`config.mk`:
```
export PLATFORM = sky130hd
export DESIGN_NAME = mc_operand_lock
export DESIGN_NICKNAME = d
export VERILOG_FILES = /design/src/rtl/mc_operand_lock.sv
export SDC_FILE = /design/constraint.sdc
export NUM_CORES = 1
export LEC_CHECK = 0
export ABC_CLOCK_PERIOD_IN_PS = 3500
export CORE_ASPECT_RATIO = 1.25
export CORE_UTILIZATION = 30
export CTS_BUF_LIST = sky130_fd_sc_hd__clkbuf_4
export DETAILED_ROUTE_END_ITERATION = 7
export GPL_TIMING_DRIVEN = 0
export PLACE_DENSITY = 0.58
export SLEW_MARGIN = 20
export SYNTH_ARGS = -nofsm -noshare
export SYNTH_HDL_FRONTEND = slang
export SYNTH_SLANG_ARGS = --single-unit
```
`constraint.sdc`:
```
create_clock -name clk -period 3.5 [get_ports clk]
set_input_delay 0.875 -clock clk [delete_from_list [all_inputs] [get_ports clk]]
set_output_delay 0.875 -clock clk [all_outputs]
set_load 0.02 [all_outputs]
```
`src/rtl/mc_operand_lock.sv`:
```
// ---------------------------------------------------------------------------
// mc_operand_lock
//
// Operand/enable lock for multi-cycle execute units (mul, div, ...) in EX.
// When an EX instruction first requests a unit, the block latches the
// operands and sub-op, fires one start pulse at that unit, and keeps the
// latched values on the unit inputs until the unit signals done. While the
// result waits for a downstream stall to clear, no second start is issued
// for the same instruction. A flush aborts the active unit with a kill pulse.
// lat_cnt reports how many cycles the current or most recent op has taken.
//
// Ports
//   clk        in   clock
//   rst_n      in   synchronous active-low reset
//   req        in   per-unit request from EX decode, held while in EX
//   a, b       in   operands from EX
//   op         in   sub-op code from EX
//   stall_hold in   stall from later pipeline stages
//   flush      in   pipeline flush / exception
//   done       in   per-unit one-cycle result-valid pulse
//   start      out  one-cycle start pulse to the granted unit
//   kill       out  one-cycle abort to the active unit on flush
//   a_locked   out  operand A to the units
//   b_locked   out  operand B to the units
//   op_locked  out  sub-op to the units
//   active     out  one-hot owner of the lock
//   stallreq   out  stall request to pipeline control
//   lat_cnt    out  cycle count of the current or last op (saturating)
// ---------------------------------------------------------------------------
module mc_operand_lock #(
   parameter int XLEN      = 64,
   parameter int OPW       = 4,
   parameter int NUM_UNITS = 2,
   parameter int CNTW      = 8
) (
   input  logic                 clk,
   input  logic                 rst_n,
   input  logic [NUM_UNITS-1:0] req,
   input  logic [XLEN-1:0]      a,
   input  logic [XLEN-1:0]      b,
   input  logic [OPW-1:0]       op,
   input  logic                 stall_hold,
   input  logic                 flush,
   input  logic [NUM_UNITS-1:0] done,
   output logic [NUM_UNITS-1:0] start,
   output logic [NUM_UNITS-1:0] kill,
   output logic [XLEN-1:0]      a_locked,
   output logic [XLEN-1:0]      b_locked,
   output logic [OPW-1:0]       op_locked,
   output logic [NUM_UNITS-1:0] active,
   output logic                 stallreq,
   output logic [CNTW-1:0]      lat_cnt
);

   // IDLE: no owner, operands pass straight through.
   // BUSY: a unit owns the lock and is computing.
   // HOLD: result delivered, instruction still parked in EX by a stall.
   typedef enum logic [1:0] {
      IDLE = 2'd0,
      BUSY = 2'd1,
      HOLD = 2'd2
   } state_t;

   state_t               state;
   logic [NUM_UNITS-1:0] sel;
   logic [XLEN-1:0]      a_buf;
   logic [XLEN-1:0]      b_buf;
   logic [OPW-1:0]       op_buf;

   logic [NUM_UNITS-1:0] grant;
   logic                 any_req;
   logic                 sel_done;

   // Two's-complement trick isolates the lowest set bit: fixed priority,
   // unit 0 (mul) wins over higher indices.
   assign grant    = req & (~req + NUM_UNITS'(1));
   assign any_req  = |req;
   // Only the owning unit's done counts; done from other units is noise.
   assign sel_done = |(done & sel);

   // ------------------------------------------------------------------------
   // Output decode
   // ------------------------------------------------------------------------
   always_comb begin
      // NOTE: every output gets a default before the case so no path leaves
      // one unassigned, which would otherwise infer a latch.
      start     = '0;
      kill      = '0;
      active    = '0;
      stallreq  = 1'b0;
      a_locked  = a_buf;
      b_locked  = b_buf;
      op_locked = op_buf;

      case (state)
         IDLE: begin
            // Units see live EX operands so the start cycle needs no
            // extra register stage.
            a_locked  = a;
            b_locked  = b;
            op_locked = op;
            if (!flush) begin
               start    = grant;
               stallreq = any_req;
            end
         end

         BUSY: begin
            active = sel;
            if (flush) begin
               kill = sel;
            end else begin
               // Release the pipeline in the same cycle the result arrives.
               stallreq = !sel_done;
            end
         end

         HOLD: begin
            // Unit finished; lock stays owned so nothing re-issues while
            // the instruction is still stalled in EX.
            active = sel;
         end

         default: begin
            active = '0;
         end
      endcase
   end

   // ------------------------------------------------------------------------
   // State, capture buffers and latency counter
   // ------------------------------------------------------------------------
   // NOTE: sequential state uses non-blocking assignments only, so every
   // register samples pre-edge values regardless of statement order.
   always_ff @(posedge clk) begin
      if (!rst_n) begin
         state   <= IDLE;
         sel     <= '0;
         a_buf   <= '0;
         b_buf   <= '0;
         op_buf  <= '0;
         lat_cnt <= '0;
      end else if (flush) begin
         // Flush beats any other event. lat_cnt is kept so the aborted
         // op's duration remains visible.
         state  <= IDLE;
         sel    <= '0;
         a_buf  <= '0;
         b_buf  <= '0;
         op_buf <= '0;
      end else begin
         case (state)
            IDLE: begin
               if (any_req) begin
                  a_buf   <= a;
                  b_buf   <= b;
                  op_buf  <= op;
                  sel     <= grant;
                  lat_cnt <= CNTW'(1);
                  state   <= BUSY;
               end
            end

            BUSY: begin
               // Counts the done cycle too; saturates instead of wrapping.
               if (lat_cnt != '1) begin
                  lat_cnt <= lat_cnt + CNTW'(1);
               end
               if (sel_done) begin
                  state <= stall_hold ? HOLD : IDLE;
               end
            end

            HOLD: begin
               // The req seen in the following IDLE cycle belongs to the
               // next instruction.
               if (!stall_hold) begin
                  state <= IDLE;
               end
            end

            default: begin
               state <= IDLE;
            end
         endcase
      end
   end

endmodule

```
==> results of run 1 <==
-- cell type report --
type	count	area (um^2)	area share (%)
Buffer	61	332	3.16
Clock inverter	13	164	1.56
Tap cell	283	354	3.38
Clock buffer	17	128	1.22
Inverter	4	15.0	0.143
Antenna cell	1	2.50	0.0239
Multi-Input combinational cell	601	3600	34.4
Timing Repair Buffer	286	3000	28.6
Sequential cell	144	2880	27.5
-- how the worst max path moves through the flow --
stage                  start            to  slack, ps  cells past startpoint
floorplan           state[0]      start[1]        810                      7
global placement      req[1]      stallreq       -780                      5
detailed placement    req[1]      stallreq       -760                      5
CTS                 state[0]   b_locked[5]        -60                      6
global route        state[0]  a_locked[31]          3                      7
finish              state[0]  a_locked[31]        130                      7
-- state kept, by name, indices dropped and copies added (netlist names) --
name     flops
a_buf       64
b_buf       64
lat_cnt      8
op_buf       4
sel          2
state        2
-- worst max-delay path: cells and delay by family (launching register included) --
kind	cells	cell delay, ps
buf+inv	5	980
mux	1	380
flops	1	360
fa+ha+maj	1	230
-- cells in the mapped netlist --
cell         n  share of area, %
or4_1        1              0.11
ha_1         4              0.74
a32o_1       1              0.15
nand2_1    276                15
buf_1       11              0.61
buf_6        1              0.17
mux2i_1      1              0.15
a211oi_1     3              0.33
o2bb2ai_1    2              0.26
buf_2       17               1.3
a311oi_1     2              0.26
o21bai_1     1              0.11
nand2b_1     5              0.46
inv_1        4              0.22
dfxtp_1    144                43
nor3b_1      1              0.11
and4_4       1              0.17
and2_1       2              0.19
o21ai_0      1             0.074
a32oi_1      1              0.13
a211o_1      1              0.13
o21a_1       1              0.11
clkbuf_1    32               1.8
and4_1       1              0.13
nor2_1       6              0.33
a21oi_1    142                11
and3_1       5              0.46
nor3_1       4              0.30
nand3_1      4              0.30
mux2_2     132                22
o21ai_1      1             0.074
o31ai_1      2              0.22
-- routing by layer --
layer / part of all wire [%] / GRT usage (%)
met5: 0 / 0
met4: 1.6 / 5.94
met3: 8.6 / 6.84
met2: 48 / 32.7
met1: 42 / 21.3
-- timing repair --
action / in CTS / in global routing
endpoints found under the setup margin: 135 / 129
pin swaps: 1 / 0
resized for setup: 78 / 90
buffers inserted: 1 / 0
-- power groups by stage --
stage          registers [mW]  clock network [mW]  logic [mW]
6_report                 1.74                1.13        1.19
3_5_place_dp             1.78                   0        1.24
3_3_place_gp             1.78                   0        1.24
2_1_floorplan            1.77                   0       0.642
5_1_grt                  1.75                1.25        1.28
4_1_cts                  1.74                1.18        1.22
-- through the flow --
step	cells	power, mW	hold WS (ps)
2_1_floorplan	810	2.41	434
3_3_place_gp	1378	3.01	439
3_5_place_dp	1378	3.01	444
4_1_cts	1409	4.14	462
5_1_grt	1410	4.28	478
6_report	1410	4.06	459
-- kinds of logic after synthesis --
kind of cell               after synthesis  synth area share (%)
and+or+nand+nor                        306                  17.9
AOI/OAI and AO/OA                      158                  12.4
DFF                                    144                  42.7
muxes                                  133                  22.2
buffers and inverters                   65                  4.04
adders and majority gates                4                 0.742
==> summary.txt, run 1 <==
Finish
  • Layout area overhead: 55.3%
  • Layout cells sized above 1: 17.2%
  • Most common cell after layout, fill and taps aside: nand2_1
  • Final net count: 1259
  • Commonest cells after routing, fill and taps aside: 276 x nand2_1, 154 x clkdlybuf4s50_1, 144 x dfxtp_1
  • Fin util: 47.3%
  • Post-route cell area: 0.0105 mm^2
  • Fillers: 2232

Clocking
  • Longest Clk Path Bufs: 2
  • Num CTS Buffers: 17
  • CTS H-Tree Depth: 4
  • Hold_buf cts: 0
  • Worst-skew pair later-pin latency: 550 ps
  • CTS tree: done
  • Clk root buf: clkbuf_4
  • Clock-pin slew on the worst setup and hold paths: 140 ps
  • Sink Count: 144

STA
  • # setup viols final: 0
  • Clock skew: 30.7 ps
  • Fin crit period: 3370 ps
  • Setup ws final: 133 ps
  • Worst Tran Pin Value: 877 ps
  • Final Cycle Share: 96.2%
  • Final Max Tran Viols: 0
  • Slew HR: 41.2%
  • Fmax: 0.297 GHz
  • RSZ-0062 raised after global routing: false
  • Fin Setup TNS: 0 ps
  • Final Hold Fails: 0

Floorplanning
  • Core Region: 0.0221 mm^2
  • Row count: 61
  • Starting Density: 30.5%
  • Die area: 0.0231 mm^2
  • Die extent in y: 170 um
  • Ports: 287
  • Chip width: 136 um

Worst hold path
  • Hold_sp: a_buf[18]
  • Worst hold stages: 2
  • End of the worst hold path: a_buf[18]
  • Worst Hold Class: register to register

Critical path
  • Cell mode on critical path: buf_6
  • FF-to-FF End: a_buf[12]
  • Crit-path slowest cell: mux2_2
  • Slowest cell delay on critical path: 380 ps
  • R2R cell count: 8
  • Crit path kind: register to primary output
  • Critical-path cell list: inv_1 -> ha_2 -> buf_6 -> buf_8 -> buf_6 -> mux2_2 -> dlygate4sd2_1
  • Worst-path maximum fanout: 10
  • Crit. End Element: primary output
  • Crit path DAT: 2490 ps
  • R2R setup slack: 1360 ps
  • R2r startpoint: state[0]
  • CP Data Required Time: 2620 ps
  • Startpoint Class: register

Synthesis
  • Mapped Avg Cell Area: 8.33 um^2
  • Synth Instances: 810
  • Mapped cell area: 0.00675 mm^2
  • Yosys warns: 0
  • Register area share after synthesis: 42.7%
  • Library cells used by synthesis: 32
  • Syn_nets: 954
  • Yosys reg bits: 144

Global routing
  • Vias in the first global route: 6393
  • Gr ovfl total: 0
  • Global-route wire length before repair: 33900 um
  • Largest net degree at the start of global routing: 17
  • Initial antenna violation count: 1
  • Total Routing Usage GR: 18.9%

Pwr
  • Worst VDD drop: 0.000187 V
  • Clock network power share: 27.9%
  • Internal: 2.77 mW
  • Pleak: 4.85 nW
  • Pwr Density: 387 mW/mm^2
  • Combinational Power Share: 29.2%
  • NetSw: 1.30 mW
  • Register share of total power: 42.9%
  • Net switching fraction of the power: 31.9%

Drt
  • Via Count: 6595
  • Starting DRT DRC Count: 226
  • Detail Route Antenna Nets: 0
  • Post-Route WL: 22300 um
  • Drt drc: 0
  • DR pass1 iterations: 4
  • DR WL/cell: 15.8 um
  • Via density: 4.68

Place
  • Port bufs: 285
  • Pre-CTS WS: -756 ps
  • Routability congestion estimate: 0.795
  • HPWL Detailed: 16500 um
  • Post-DP Area: 0.00995 mm^2

Flow run
  • Max cap viols: 0

Status
  • Status: finished clean
Power figures use the tool's default switching activity.
==> run 2: changes to the inputs <==
--- a/config.mk
+++ b/config.mk
@@ -6,6 +6,7 @@
 export NUM_CORES = 1
 export LEC_CHECK = 0
 export ABC_CLOCK_PERIOD_IN_PS = 3500
+export CAP_MARGIN = 20
 export CORE_ASPECT_RATIO = 1.25
 export CORE_UTILIZATION = 30
 export CTS_BUF_LIST = sky130_fd_sc_hd__clkbuf_4
==> results of run 2 <==
Same layout as run 1: the final DEF is identical, and so are final timing and power.
==> run 3: changes to the inputs <==
--- a/config.mk
+++ b/config.mk
@@ -10,10 +10,10 @@
 export CORE_ASPECT_RATIO = 1.25
 export CORE_UTILIZATION = 30
 export CTS_BUF_LIST = sky130_fd_sc_hd__clkbuf_4
+export CTS_CLUSTER_DIAMETER = 200
 export DETAILED_ROUTE_END_ITERATION = 7
 export GPL_TIMING_DRIVEN = 0
-export PLACE_DENSITY = 0.58
-export SLEW_MARGIN = 20
+export PLACE_DENSITY = 0.62
 export SYNTH_ARGS = -nofsm -noshare
 export SYNTH_HDL_FRONTEND = slang
 export SYNTH_SLANG_ARGS = --single-unit
==> run 3 against run 2 <==
Via count grew 0.12%. Total power up 4.5%. Sequential share of layout area decreased by 0.17 points. Global-route usage fell by 0.078 points. Cell count barely moved. Flip-flop and latch count unchanged. First-iteration DRC count grew 4.4%. Maximum frequency is 1.2% higher. Critical path depth decreased by 1. Largest cell class unchanged. Highest routed layer unchanged.
==> summary.txt, run 3 (synthesized netlist as in run 1, its figures left out) <==
Clocking
  • Clk root buf: clkbuf_4
  • Sink Count: 144
  • Worst-skew pair later-pin latency: 560 ps
  • Longest Clk Path Bufs: 2
  • Clock-pin slew on the worst setup and hold paths: 140 ps
  • CTS tree: done
  • CTS H-Tree Depth: 4
  • Hold_buf cts: 0
  • Num CTS Buffers: 17

STA
  • Final Cycle Share: 95.1%
  • RSZ-0062 raised after global routing: true
  • Final Hold Fails: 0
  • Fmax: 0.301 GHz
  • Fin crit period: 3330 ps
  • # setup viols final: 0
  • Slew HR: 44.6%
  • Clock skew: 28.5 ps
  • Final Max Tran Viols: 0
  • Hold WS: 458 ps
  • Setup ws final: 173 ps
  • Worst Tran Pin Value: 826 ps

Drt
  • Via Count: 6603
  • Starting DRT DRC Count: 236
  • Detail Route Antenna Nets: 0
  • DR pass1 iterations: 4
  • Via density: 4.68
  • Post-Route WL: 22000 um
  • DR WL/cell: 15.6 um
  • Drt drc: 0

Place
  • Pre-CTS WS: -794 ps
  • Post-DP Area: 0.00995 mm^2
  • DP Cell Count: 1378
  • HPWL Detailed: 16400 um
  • Routability congestion estimate: 0.793
  • Port bufs: 285

Finish
  • Post-route cell area: 0.0105 mm^2
  • Layout cells sized above 1: 17.4%
  • Layout area overhead: 56.3%
  • Final std cells w/o fill: 1411
  • Commonest cells after routing, fill and taps aside: 276 x nand2_1, 155 x clkdlybuf4s50_1, 144 x dfxtp_1
  • Final net count: 1258
  • Most common cell after layout, fill and taps aside: nand2_1
  • Fillers: 2178
  • Top Registers: a_buf x64, b_buf x64, lat_cnt x8

Critical path
  • Crit path DAT: 2450 ps
  • Critical-path cell list: inv_1 -> ha_2 -> buf_8 -> buf_8 -> mux2_2 -> clkdlybuf4s50_1
  • Slowest cell delay on critical path: 550 ps
  • Startpoint Class: register
  • Crit-path slowest cell: clkdlybuf4s50_1
  • Cell mode on critical path: buf_8
  • Crit. End Element: primary output
  • Worst-path maximum fanout: 10
  • CP Data Required Time: 2620 ps
  • Crit path kind: register to primary output

Pwr
  • Worst VDD drop: 0.000191 V
  • Pwr Density: 402 mW/mm^2
  • Combinational Power Share: 27.9%
  • Pleak: 4.89 nW
  • Register share of total power: 41.1%
  • Power Total: 4.24 mW
  • Clock network power share: 31.0%
  • NetSw: 1.30 mW
  • Internal: 2.95 mW
  • Net switching fraction of the power: 30.6%

Floorplanning
  • Die extent in y: 170 um
  • Die area: 0.0231 mm^2
  • Ports: 287
  • Chip width: 136 um
  • Starting Density: 30.5%
  • Core Region: 0.0221 mm^2
  • Row count: 61

Global routing
  • Global-route wire length before repair: 33600 um
  • Vias in the first global route: 6502
  • Initial antenna violation count: 1
  • Gr ovfl total: 0
  • Total Routing Usage GR: 18.8%
  • Largest net degree at the start of global routing: 18

Worst hold path
  • Worst Hold Class: register to register

Flow run
  • Max cap viols: 0

Status
  • Status: finished clean
==> run 3: final timing paths <==
path,depth (start not counted),slack (ps),from,endpoint
worst max-delay path,6,170,state[1],a_locked[62]
worst min-delay path,2,460,b_buf[15],b_buf[15]
worst max register to register,8,1340,state[1],a_buf[3]
worst min register to register,2,460,b_buf[15],b_buf[15]
==> run 3: routing by layer <==
metal,up-vias,GRT usage (%),part of all wire [%]
met5,-,0,0
met4,0,5.60,1.2
met3,17,7.77,9.2
met2,211,34.2,50
met1,3031,19.4,39
li1,3344,-,-
==> run 3: repair_timing <==
action,in CTS,in global routing
pin swaps,1,0
endpoints found under the setup margin,135,136
buffers inserted,1,0
resized for setup,75,94
hold endpoints to repair,0,0
==> run 3: final cells by class <==
type,instances,area [um^2],share of cell area (%)
well taps,283,354,3.36
repair buffers,286,3000,28.4
flip-flops and latches,144,2880,27.3
clock inverters,12,205,1.95
plain buffers,60,334,3.17
diodes,1,2.50,0.0237
clock buffers,20,150,1.42
inverters,4,15.0,0.142
multi-input cells,601,3600,34.2
==> run 3: power groups by stage <==
| stage | sequential [mW] | combinational (mW) | clock [mW] |
|---|---|---|---|
| floorplan | 1.77 | 0.642 | 0 |
| global placement | 1.78 | 1.23 | 0 |
| detailed placement | 1.78 | 1.23 | 0 |
| CTS | 1.74 | 1.22 | 1.36 |
| global route | 1.75 | 1.28 | 1.44 |
| finish | 1.74 | 1.18 | 1.32 |
==> run 3: metrics by stage <==
step | TNS [ps] | utilization (%)
finish | 0 | 47.6
global route | -0.900 | 47.6
CTS | -2140 | 46.6
detailed placement | -9040 | 45.0
global placement | -8160 | 45.0
floorplan | 0 | -
==> run 3: critical path, delay by kind of cell (launching register included) <==
| family | cells | cell delay [ps] |
|---|---|---|
| buf+inv | 4 | 970 |
| fa+ha+maj | 1 | 220 |
| mux | 1 | 350 |
| flops | 1 | 350 |
